`src/rtl/lsu_gpio_pkg.sv`:
```
// Shared types and constants for the LSU AXI GPIO write slave.
package lsu_gpio_pkg;

  typedef enum logic [2:0] {
    ST_IDLE,
    ST_WAIT_W,
    ST_WAIT_AW,
    ST_DRAIN,
    ST_RESP
  } gpio_state_t;

  localparam logic [1:0] OFS_OUT = 2'd0;
  localparam logic [1:0] OFS_OE  = 2'd1;
  localparam logic [1:0] OFS_SET = 2'd2;
  localparam logic [1:0] OFS_CLR = 2'd3;

  localparam logic [1:0] BRESP_OKAY   = 2'b00;
  localparam logic [1:0] BRESP_SLVERR = 2'b10;
  localparam logic [1:0] BRESP_DECERR = 2'b11;

  typedef struct packed {
    logic [63:0] data;
    logic [7:0]  strb;
    logic        last;
  } w_beat_t;

  // Expand a 4-bit byte strobe into a 32-bit bit mask.
  function automatic logic [31:0] byte_mask(input logic [3:0] strb);
    return {{8{strb[3]}}, {8{strb[2]}}, {8{strb[1]}}, {8{strb[0]}}};
  endfunction

endpackage

```
`src/rtl/lsu_gpio_regs.sv`:
```
// GPIO OUT/OE register bank with byte-strobe merge and SET/CLR aliases.
module lsu_gpio_regs
  import lsu_gpio_pkg::*;
#(
  parameter int unsigned IO_W = 28
) (
  input  logic            clk,
  input  logic            rst_l,
  input  logic            we,
  input  logic [1:0]      idx,
  input  logic [31:0]     data,
  input  logic [3:0]      strb,
  output logic [IO_W-1:0] gpio_out,
  output logic [IO_W-1:0] gpio_oe
);

  logic [31:0] mask_c;
  logic [31:0] dm_c;
  logic [31:0] out_cur_c;
  logic [31:0] oe_cur_c;
  logic [31:0] out_nxt_c;
  logic [31:0] oe_nxt_c;

  // Next register values; bits at or above IO_W fall away on truncation.
  always_comb begin
    mask_c    = byte_mask(strb);
    dm_c      = data & mask_c;
    out_cur_c = 32'(gpio_out);
    oe_cur_c  = 32'(gpio_oe);
    out_nxt_c = out_cur_c;
    oe_nxt_c  = oe_cur_c;
    case (idx)
      OFS_OUT: out_nxt_c = (out_cur_c & ~mask_c) | dm_c;
      OFS_OE:  oe_nxt_c  = (oe_cur_c & ~mask_c) | dm_c;
      OFS_SET: out_nxt_c = out_cur_c | dm_c;
      OFS_CLR: out_nxt_c = out_cur_c & ~dm_c;
      default: ;
    endcase
  end

  always_ff @(posedge clk or negedge rst_l) begin
    if (!rst_l) begin
      gpio_out <= '0;
      gpio_oe  <= '0;
    end else if (we) begin
      gpio_out <= IO_W'(out_nxt_c);
      gpio_oe  <= IO_W'(oe_nxt_c);
    end
  end

endmodule

```
`src/rtl/lsu_axi_gpio_wr_slave.sv`:
```
// AXI4 write responder for the LSU GPIO register window.
// Define LSU_GPIO_DECERR_EN to answer window misses with DECERR instead of OKAY.
module lsu_axi_gpio_wr_slave
  import lsu_gpio_pkg::*;
#(
  parameter int unsigned      ID_W      = 3,
  parameter int unsigned      ADDR_W    = 32,
  parameter int unsigned      IO_W      = 28,
  parameter logic [ADDR_W-1:0] BASE_ADDR = ADDR_W'(32'hD000_0000)
) (
  input  logic              clk,
  input  logic              rst_l,
  input  logic              lsu_axi_awvalid,
  output logic              lsu_axi_awready,
  input  logic [ID_W-1:0]   lsu_axi_awid,
  input  logic [ADDR_W-1:0] lsu_axi_awaddr,
  input  logic [7:0]        lsu_axi_awlen,
  input  logic              lsu_axi_wvalid,
  output logic              lsu_axi_wready,
  input  logic [63:0]       lsu_axi_wdata,
  input  logic [7:0]        lsu_axi_wstrb,
  input  logic              lsu_axi_wlast,
  output logic              lsu_axi_bvalid,
  input  logic              lsu_axi_bready,
  output logic [1:0]        lsu_axi_bresp,
  output logic [ID_W-1:0]   lsu_axi_bid,
  output logic [IO_W-1:0]   gpio_out,
  output logic [IO_W-1:0]   gpio_oe,
  output logic              wr_pulse
);

  gpio_state_t       state;
  logic [ADDR_W-1:0] cap_addr;
  logic [7:0]        cap_len;
  logic [ID_W-1:0]   cap_id;
  w_beat_t           cap_w;

  w_beat_t           w_live_c;
  logic              fire_c;
  logic [ADDR_W-1:0] f_addr;
  logic [7:0]        f_len;
  logic [ID_W-1:0]   f_id;
  w_beat_t           f_w;
  logic              burst_c;
  logic              to_drain_c;
  logic              hit_c;
  logic [31:0]       lane_data_c;
  logic [3:0]        lane_strb_c;
  logic              we_c;
  logic [1:0]        resp_c;
  logic              unused_addr_bits;

  assign w_live_c = '{data: lsu_axi_wdata, strb: lsu_axi_wstrb, last: lsu_axi_wlast};

  // Pick the AW/W halves (live or captured) completing a transaction this cycle.
  always_comb begin
    fire_c = 1'b0;
    f_addr = cap_addr;
    f_len  = cap_len;
    f_id   = cap_id;
    f_w    = cap_w;
    case (state)
      ST_IDLE: if (lsu_axi_awvalid && lsu_axi_wvalid) begin
        fire_c = 1'b1;
        f_addr = lsu_axi_awaddr;
        f_len  = lsu_axi_awlen;
        f_id   = lsu_axi_awid;
        f_w    = w_live_c;
      end
      ST_WAIT_W: if (lsu_axi_wvalid) begin
        fire_c = 1'b1;
        f_w    = w_live_c;
      end
      ST_WAIT_AW: if (lsu_axi_awvalid) begin
        fire_c = 1'b1;
        f_addr = lsu_axi_awaddr;
        f_len  = lsu_axi_awlen;
        f_id   = lsu_axi_awid;
      end
      default: ;
    endcase
  end

  assign burst_c     = (f_len != 8'd0);
  assign to_drain_c  = burst_c && !f_w.last;
  assign hit_c       = (f_addr[ADDR_W-1:4] == BASE_ADDR[ADDR_W-1:4]);
  assign lane_data_c = f_addr[2] ? f_w.data[63:32] : f_w.data[31:0];
  assign lane_strb_c = f_addr[2] ? f_w.strb[7:4]   : f_w.strb[3:0];
  assign we_c        = fire_c && !to_drain_c && hit_c && !burst_c;
  assign unused_addr_bits = ^f_addr[1:0];

  // Burst error outranks the decode result.
  always_comb begin
    resp_c = BRESP_OKAY;
    if (burst_c) begin
      resp_c = BRESP_SLVERR;
    end else if (!hit_c) begin
`ifdef LSU_GPIO_DECERR_EN
      resp_c = BRESP_DECERR;
`else
      resp_c = BRESP_OKAY;
`endif
    end
  end

  lsu_gpio_regs #(
    .IO_W (IO_W)
  ) u_regs (
    .clk      (clk),
    .rst_l    (rst_l),
    .we       (we_c),
    .idx      (f_addr[3:2]),
    .data     (lane_data_c),
    .strb     (lane_strb_c),
    .gpio_out (gpio_out),
    .gpio_oe  (gpio_oe)
  );

  // Handshake FSM; ready/valid outputs are registered alongside the state.
  always_ff @(posedge clk or negedge rst_l) begin
    if (!rst_l) begin
      state           <= ST_IDLE;
      lsu_axi_awready <= 1'b1;
      lsu_axi_wready  <= 1'b1;
      lsu_axi_bvalid  <= 1'b0;
      lsu_axi_bresp   <= BRESP_OKAY;
      lsu_axi_bid     <= '0;
      wr_pulse        <= 1'b0;
      cap_addr        <= '0;
      cap_len         <= '0;
      cap_id          <= '0;
      cap_w           <= '0;
    end else begin
      wr_pulse <= we_c && (lane_strb_c != 4'd0);

      if (lsu_axi_awvalid && lsu_axi_awready) begin
        cap_addr <= lsu_axi_awaddr;
        cap_len  <= lsu_axi_awlen;
        cap_id   <= lsu_axi_awid;
      end
      if (lsu_axi_wvalid && lsu_axi_wready && (state != ST_DRAIN)) begin
        cap_w <= w_live_c;
      end

      case (state)
        ST_IDLE: begin
          if (lsu_axi_awvalid && !lsu_axi_wvalid) begin
            state           <= ST_WAIT_W;
            lsu_axi_awready <= 1'b0;
          end else if (!lsu_axi_awvalid && lsu_axi_wvalid) begin
            state          <= ST_WAIT_AW;
            lsu_axi_wready <= 1'b0;
          end
        end
        ST_DRAIN: begin
          if (lsu_axi_wvalid && lsu_axi_wlast) begin
            state          <= ST_RESP;
            lsu_axi_wready <= 1'b0;
            lsu_axi_bvalid <= 1'b1;
            lsu_axi_bid    <= cap_id;
            lsu_axi_bresp  <= BRESP_SLVERR;
          end
        end
        ST_RESP: begin
          if (lsu_axi_bready) begin
            state           <= ST_IDLE;
            lsu_axi_bvalid  <= 1'b0;
            lsu_axi_awready <= 1'b1;
            lsu_axi_wready  <= 1'b1;
          end
        end
        default: ;
      endcase

      if (fire_c) begin
        lsu_axi_awready <= 1'b0;
        if (to_drain_c) begin
          state          <= ST_DRAIN;
          lsu_axi_wready <= 1'b1;
        end else begin
          state          <= ST_RESP;
          lsu_axi_wready <= 1'b0;
          lsu_axi_bvalid <= 1'b1;
          lsu_axi_bid    <= f_id;
          lsu_axi_bresp  <= resp_c;
        end
      end
    end
  end

endmodule
```
`config.mk`:
```
export PLATFORM = sky130hd
export DESIGN_NAME = lsu_axi_gpio_wr_slave
export DESIGN_NICKNAME = d
export VERILOG_FILES = /design/src/rtl/lsu_gpio_pkg.sv /design/src/rtl/lsu_gpio_regs.sv /design/src/rtl/lsu_axi_gpio_wr_slave.sv
export SDC_FILE = /design/constraint.sdc
export NUM_CORES = 1
export LEC_CHECK = 0
export CORE_ASPECT_RATIO = 1.75
export CORE_UTILIZATION = 50
export DETAILED_ROUTE_END_ITERATION = 8
export PLACE_DENSITY_LB_ADDON = 0.12
export SYNTH_ARGS = -nofsm -noshare
export SYNTH_HDL_FRONTEND = slang
export SYNTH_SLANG_ARGS = --single-unit
export TNS_END_PERCENT = 5
```
`constraint.sdc`:
```
create_clock -name clk -period 3.76 [get_ports clk]
set_clock_uncertainty 0.15 [all_clocks]
set_input_delay 0.752 -clock clk [delete_from_list [all_inputs] [get_ports clk]]
set_output_delay 0.752 -clock clk [all_outputs]
set_load 0.02 [all_outputs]
```
# Yosys cells after proc, flatten, opt, wreduce, memory -nomap -nowiden
# Cells that the tools add are included.
# totals
input_bits	121
rom_bits	0
mem_count	0
output_inout_bits	65
ff_bits	180
latch_bits	0
mem_bits_rw	0
# op_classes
n_lt_le_gt_ge	0
mux	50
add_sub_neg	0
n_div	0
mul	0
reduce_logical	29
shift	0
n_bitwise	9
eq_ne	15
# op_table
operator	n
69-bit 2-to-1 mux	2
69-bit case mux with 2 select lines	1
28-bit bitwise AND	4
28-bit bitwise OR	3
28-bit case mux with 3 select lines	1
32-bit 2-to-1 mux	2
32-bit case mux with 2 select lines	1
28-bit NOT	2
3-bit 2-to-1 mux	12
28-bit equality test, second input constant	1
28-bit 2-to-1 mux	1
8-bit 2-to-1 mux	2
8-bit case mux with 2 select lines	1
1-bit 2-to-1 mux	15
3-bit != test, second input constant	5
1-bit logical AND	12
2-bit 2-to-1 mux	5
3-bit case mux with 3 select lines	1
4-bit nonzero test	2
8-bit nonzero test	1
3-bit by 2-bit equality test with 1-bit output, second input constant	2
1-bit case mux with 3 select lines	2
3-bit case mux with 2 select lines	1
3-bit nonzero test	2
other kinds (15)	22

# Depth between registers and ports, before layout
# depth
word_depth	10
ltp_mapped	11

# Hierarchy
# From an unflattened synthesis, not the netlist that was laid out.
# unflattened
hier_cells	697
hier_area_um2	8821.0
# modules_own_cells
mod	n_inst	cells_per_inst	area_each_um2
lsu_axi_gpio_wr_slave	1	477	6308.6
lsu_gpio_regs	1	220	2512.4

# Worst setup path after synthesis
# Ideal clock, no wire load.
# synth_timing
path_kind	input -> register
from	input lsu_axi_wvalid
to	register u_regs.gpio_oe[16]
setup_ns	0.125
n_path_buf	3
cell_stages	9
required_ns	3.485
arrival_ns	2.786
slack_ns	0.699
cell_sequence	or2_1 > buf_4 > nand3_4 > mux2_4 > buf_6 > mux4_2 > buf_6 > nor3_4 > mux2_2
# synth_via
elab_chain_len	10
# synth_lines
element	line_no	source
from (decl)	lsu_axi_gpio_wr_slave.sv:18	input logic lsu_axi_wvalid,
1-bit logical AND	lsu_axi_gpio_wr_slave.sv:63	ST_IDLE: if (lsu_axi_awvalid && lsu_axi_wvalid) begin
8-bit 2-to-1 mux or 69-bit 2-to-1 mux (tied branches)	lsu_axi_gpio_wr_slave.sv:63	
8-bit case mux with 2 select lines or 69-bit case mux with 2 select lines (tied branches)	lsu_axi_gpio_wr_slave.sv:62	case (state)
8-bit nonzero test or 1-bit zero test (tied branches)	lsu_axi_gpio_wr_slave.sv:84, lsu_axi_gpio_wr_slave.sv:85	
1-bit logical AND	lsu_axi_gpio_wr_slave.sv:85	assign to_drain_c = burst_c && !f_w.last;
1-bit zero test	lsu_axi_gpio_wr_slave.sv:89	assign we_c = fire_c && !to_drain_c && hit_c && !burst_c;
1-bit logical AND (3 in series)	lsu_axi_gpio_wr_slave.sv:89	
2-bit AND reduction (no line)	--	
to (signal assigned)	lsu_gpio_regs.sv:47	gpio_oe <= IO_W'(oe_nxt_c);
to (decl)	lsu_gpio_regs.sv:14	output logic [IO_W-1:0] gpio_oe
# Parallel ways exist; a longest one is shown, timed or not.
# A chain may end at the register's enable or synchronous reset.

# Worst setup path after layout
# layout_timing
from	input lsu_axi_awvalid
to	register u_regs.gpio_out[15]
# layout_via
elab_chain_len	10
# layout_lines
element	line_no	source
from (decl)	lsu_axi_gpio_wr_slave.sv:13	input logic lsu_axi_awvalid,
1-bit logical AND	lsu_axi_gpio_wr_slave.sv:63	
8-bit 2-to-1 mux or 69-bit 2-to-1 mux (tied branches)	lsu_axi_gpio_wr_slave.sv:63	
8-bit case mux with 2 select lines or 69-bit case mux with 2 select lines (tied branches)	lsu_axi_gpio_wr_slave.sv:62	
8-bit nonzero test or 1-bit zero test (tied branches)	lsu_axi_gpio_wr_slave.sv:84, lsu_axi_gpio_wr_slave.sv:85	
1-bit logical AND	lsu_axi_gpio_wr_slave.sv:85	
1-bit zero test	lsu_axi_gpio_wr_slave.sv:89	
1-bit logical AND (3 in series)	lsu_axi_gpio_wr_slave.sv:89	
2-bit AND reduction (no line)	--	
to (signal assigned)	lsu_gpio_regs.sv:46	gpio_out <= IO_W'(out_nxt_c);
to (decl)	lsu_gpio_regs.sv:13	output logic [IO_W-1:0] gpio_out,
# Parallel ways exist; a longest one is shown, timed or not.

==> flow_summary_export.csv <==
group,metric,value,unit
die,start_util,0.511,
pwr,combPwrFrac,0.416,
placed_design,port_buffers,175,
critical_path,reg2regPathDepth,6,
final_layout,area_delta_synth_final,30.0,%
logic_synthesis,yosysSeqAreaShare,0.488,
logic_synthesis,syn_avg_cell_area,12.1,um2
final_layout,layout.nets,1034,
final_layout,mostFrequentLayoutCells,"clkdlybuf4s50_1 (174), dfrtp_1 (172), mux2_2 (147), mux2i_1 (81), nand2_1 (65)",
pwr,sequentialPowerShare,0.361,
critical_path,crit_type,"in -> reg",
die,fp.dieH,179,um
detailed_routing,routed_wl,22000,um
critical_path,worstPathMaxFanout,20,
detailed_routing,via_count,6622,
clock_tree,cts_max_level,4,
grt,grt_pass1_wl,35000,um
logic_synthesis,synth_flop_cell,"dfrtp_1",
final_layout,drive_gt1_frac,0.260,
clock_tree,post_cts_buffers,0,
die,core_area,17500,um2
clock_tree,cts_resized,0,
critical_path,critPathLaunchType,"input port",
pwr,p_clk_frac,0.223,
logic_synthesis,synth_cell_types,52,
flow_run,cap_violations,0,
grt,grt_usage,0.252,
logic_synthesis,synth_edf_count,0,
critical_path,crit_chain,"clkdlybuf4s50_1, or3b_1, o211ai_1, nor4_1, nor2_2, nor3_1, a221o_1",
pwr,powerDensity,729,nW/um2
clock_tree,cts.sinks,174,
detailed_routing,wl_per_cell,19.0,um
timing,finalCriticalPeriod,3480,ps
logic_synthesis,synth-seq-cells,174,
critical_path,worst_path_largest_cell_delay,920,ps
die,chipWidth,103,um
final_layout,fin_area,11600,um2
logic_synthesis,synth_top_area_share,0.482,
critical_path,critPathArrivalTime,3650,ps
placed_design,place_area,11000,um2
grt,antenna_found_initial,0,
die,num_io_pins,186,
detailed_routing,detail_route.iter0.violations,170,
grt,grt_max_degree,87,
timing,finalCritPeriodShare,0.926,
logic_synthesis,synth_cells,737,
pwr,switching_share,0.349,
die,dieArea,18400,um2
die,row_count,64,
critical_path,critPathTopFamily,"simple AND/OR/NAND/NOR gates",
critical_path,path_depth,7,
timing,fmax,287,MHz
critical_path,critPathCaptureType,"flip-flop",
clock_tree,cts_buffers,17,
clock_tree,clk_pin_slew,70,ps
timing,setup_viol,0,
timing,drv_slew,0,
timing,rsz0062_at_grt,"false",
critical_path,crit_slowest_cell,"nor2_2",
critical_path,required,3930,ps
logic_synthesis,async_flop_share,1.00,
logic_synthesis,synth_top_area_cell,"dfrtp_1",
detailed_routing,ant_nets,0,
timing,setup_slack,279,ps
pwr,p_leak,4.89,nW
final_layout,final_common_cell,"clkdlybuf4s50_1",
clock_tree,hold_buffers,0,
logic_synthesis,yosys_warnings,0,
placed_design,dp_hpwl,15900,um
hold_path,hp-class,"in -> async",
detailed_routing,routed_via_density,5.72,
pwr,p_switching,2.95,mW
detailed_routing,drc,0,
timing,relSlewSlack,0.214,
logic_synthesis,synthesis.nets,858,
clock_tree,cts_tree,"yes",
critical_path,critPathBufInv,1,
status,status,"finished clean",
clock_tree,cts-root-buf,"clkbuf_16",
pwr,intPower,5.50,mW
grt,overflow,0,
final_layout,n_fill_cell,1426,
detailed_routing,drtPass1Iterations,4,
timing,worst_pin_slew,1180,ps
placed_design,pre_cts_ws,-101,ps
final_layout,antenna_cells,0,
logic_synthesis,syn_area,8920,um2
timing,hold_viol,0,
clock_tree,cts_buffer_depth,2,
grt,grt_pass1_vias,7114,
pwr,peakVddDrop,0.000476,V
clock_tree,worstSkewPairLatency,430,ps
placed_design,gp_congestion,0.842,
logic_synthesis,ys_top_cells_by_area,"dfrtp_1 (48%), mux2_2 (19%), mux2i_1 (9.2%), nand2_1 (2.7%), mux2_4 (1.5%)",
[final timing paths]
kind,startpoint,to,slack (ps)
min in group clk,cap_id[1]$_DFFE_PN0P_,lsu_axi_bid[1]$_DFF_PN0_,350
max in group asynchronous,rst_l,cap_addr[26]$_DFFE_PN0P_,2250
min reg2reg,cap_id[1]$_DFFE_PN0P_,lsu_axi_bid[1]$_DFF_PN0_,350
max,lsu_axi_awvalid,u_regs.gpio_out[15]$_DFFE_PN0P_,280
max reg2reg,state[0]$_DFFE_PN0P_,u_regs.gpio_out[15]$_DFFE_PN0P_,520
min,rst_l,u_regs.gpio_oe[21]$_DFFE_PN0P_,200
[power by group through the flow]
stage | logic [mW] | clock network [mW] | registers (mW)
CTS | 3.55 | 1.92 | 3.05
global placement | 3.40 | 0 | 3.01
global route | 3.83 | 1.99 | 3.14
floorplan | 2.55 | 0 | 3.01
detailed placement | 3.53 | 0 | 3.07
finish | 3.52 | 1.89 | 3.05
[synthesized netlist by cell type (2+ instances only)]
cell type  number
mux4_2          5
a31oi_1         2
o21ai_0        20
o31ai_1        15
mux2i_1        82
nor2_1         27
nand4_1         2
buf_1           4
dfrtp_1       172
o21a_1         15
dfstp_2         2
and3_1          8
and4b_1         2
o21ai_1         3
nand2_1        65
inv_1          16
or2_2           5
o22a_1          3
nor4_1         17
clkbuf_1       20
a21oi_1        15
mux2_2        147
a221o_1        11
nand2b_1        5
buf_2          11
o211ai_1        2
or3_1           2
mux2_4          9
buf_4           6
a2111oi_0       5
buf_6           4
a211o_1         5
nor3_4          2
nor3_1          2
and2_1          3
nand3_1         6
o21bai_1        2
[flip-flops by register name, indices dropped and copies added, names as in the netlist, 2 cells and up]
| name | flops |
|---|---|
| cap_addr | 30 |
| cap_id | 3 |
| lsu_axi_bresp | 2 |
| cap_w | 65 |
| u_regs.gpio_oe | 28 |
| lsu_axi_bid | 3 |
| cap_len | 8 |
| state | 3 |
| u_regs.gpio_out | 28 |
[area by class of cell]
type / instances / area, um2 / area share
Timing Repair Buffer: 202 / 1970 / 0.170
Sequential cell: 174 / 4360 / 0.375
Multi-Input combinational cell: 502 / 4290 / 0.370
Clock inverter: 15 / 209 / 0.0180
Tap cell: 231 / 289 / 0.0249
Clock buffer: 17 / 425 / 0.0367
Inverter: 16 / 60.1 / 0.00518
[metrics by stage]
stage / instances / total power [mW] / TNS (ps) / hold WS [ps] / util
2_1_floorplan: 737 / 5.56 / 0 / 306 / -
3_3_place_gp: 1125 / 6.41 / -926 / 321 / 0.628
3_5_place_dp: 1125 / 6.60 / -1210 / 330 / 0.628
4_1_cts: 1157 / 8.51 / 0 / 248 / 0.665
5_1_grt: 1157 / 8.96 / 0 / 265 / 0.665
6_report: 1157 / 8.46 / 0 / 202 / 0.665
[layer usage]
metal / wire length [um] / GRT usage
met3: 1060 / 0.0569
met5: 0 / 0
met2: 12000 / 0.456
met4: 578 / 0.107
met1: 8410 / 0.278
[logic make-up after synthesis]
kind of cell / Yosys count / synth area share
buf+inv: 61 / 0.0331
flops: 174 / 0.488
simple gates: 156 / 0.0921
compound gates: 103 / 0.0815
mux: 243 / 0.305
(Power assumes the default switching activity.)
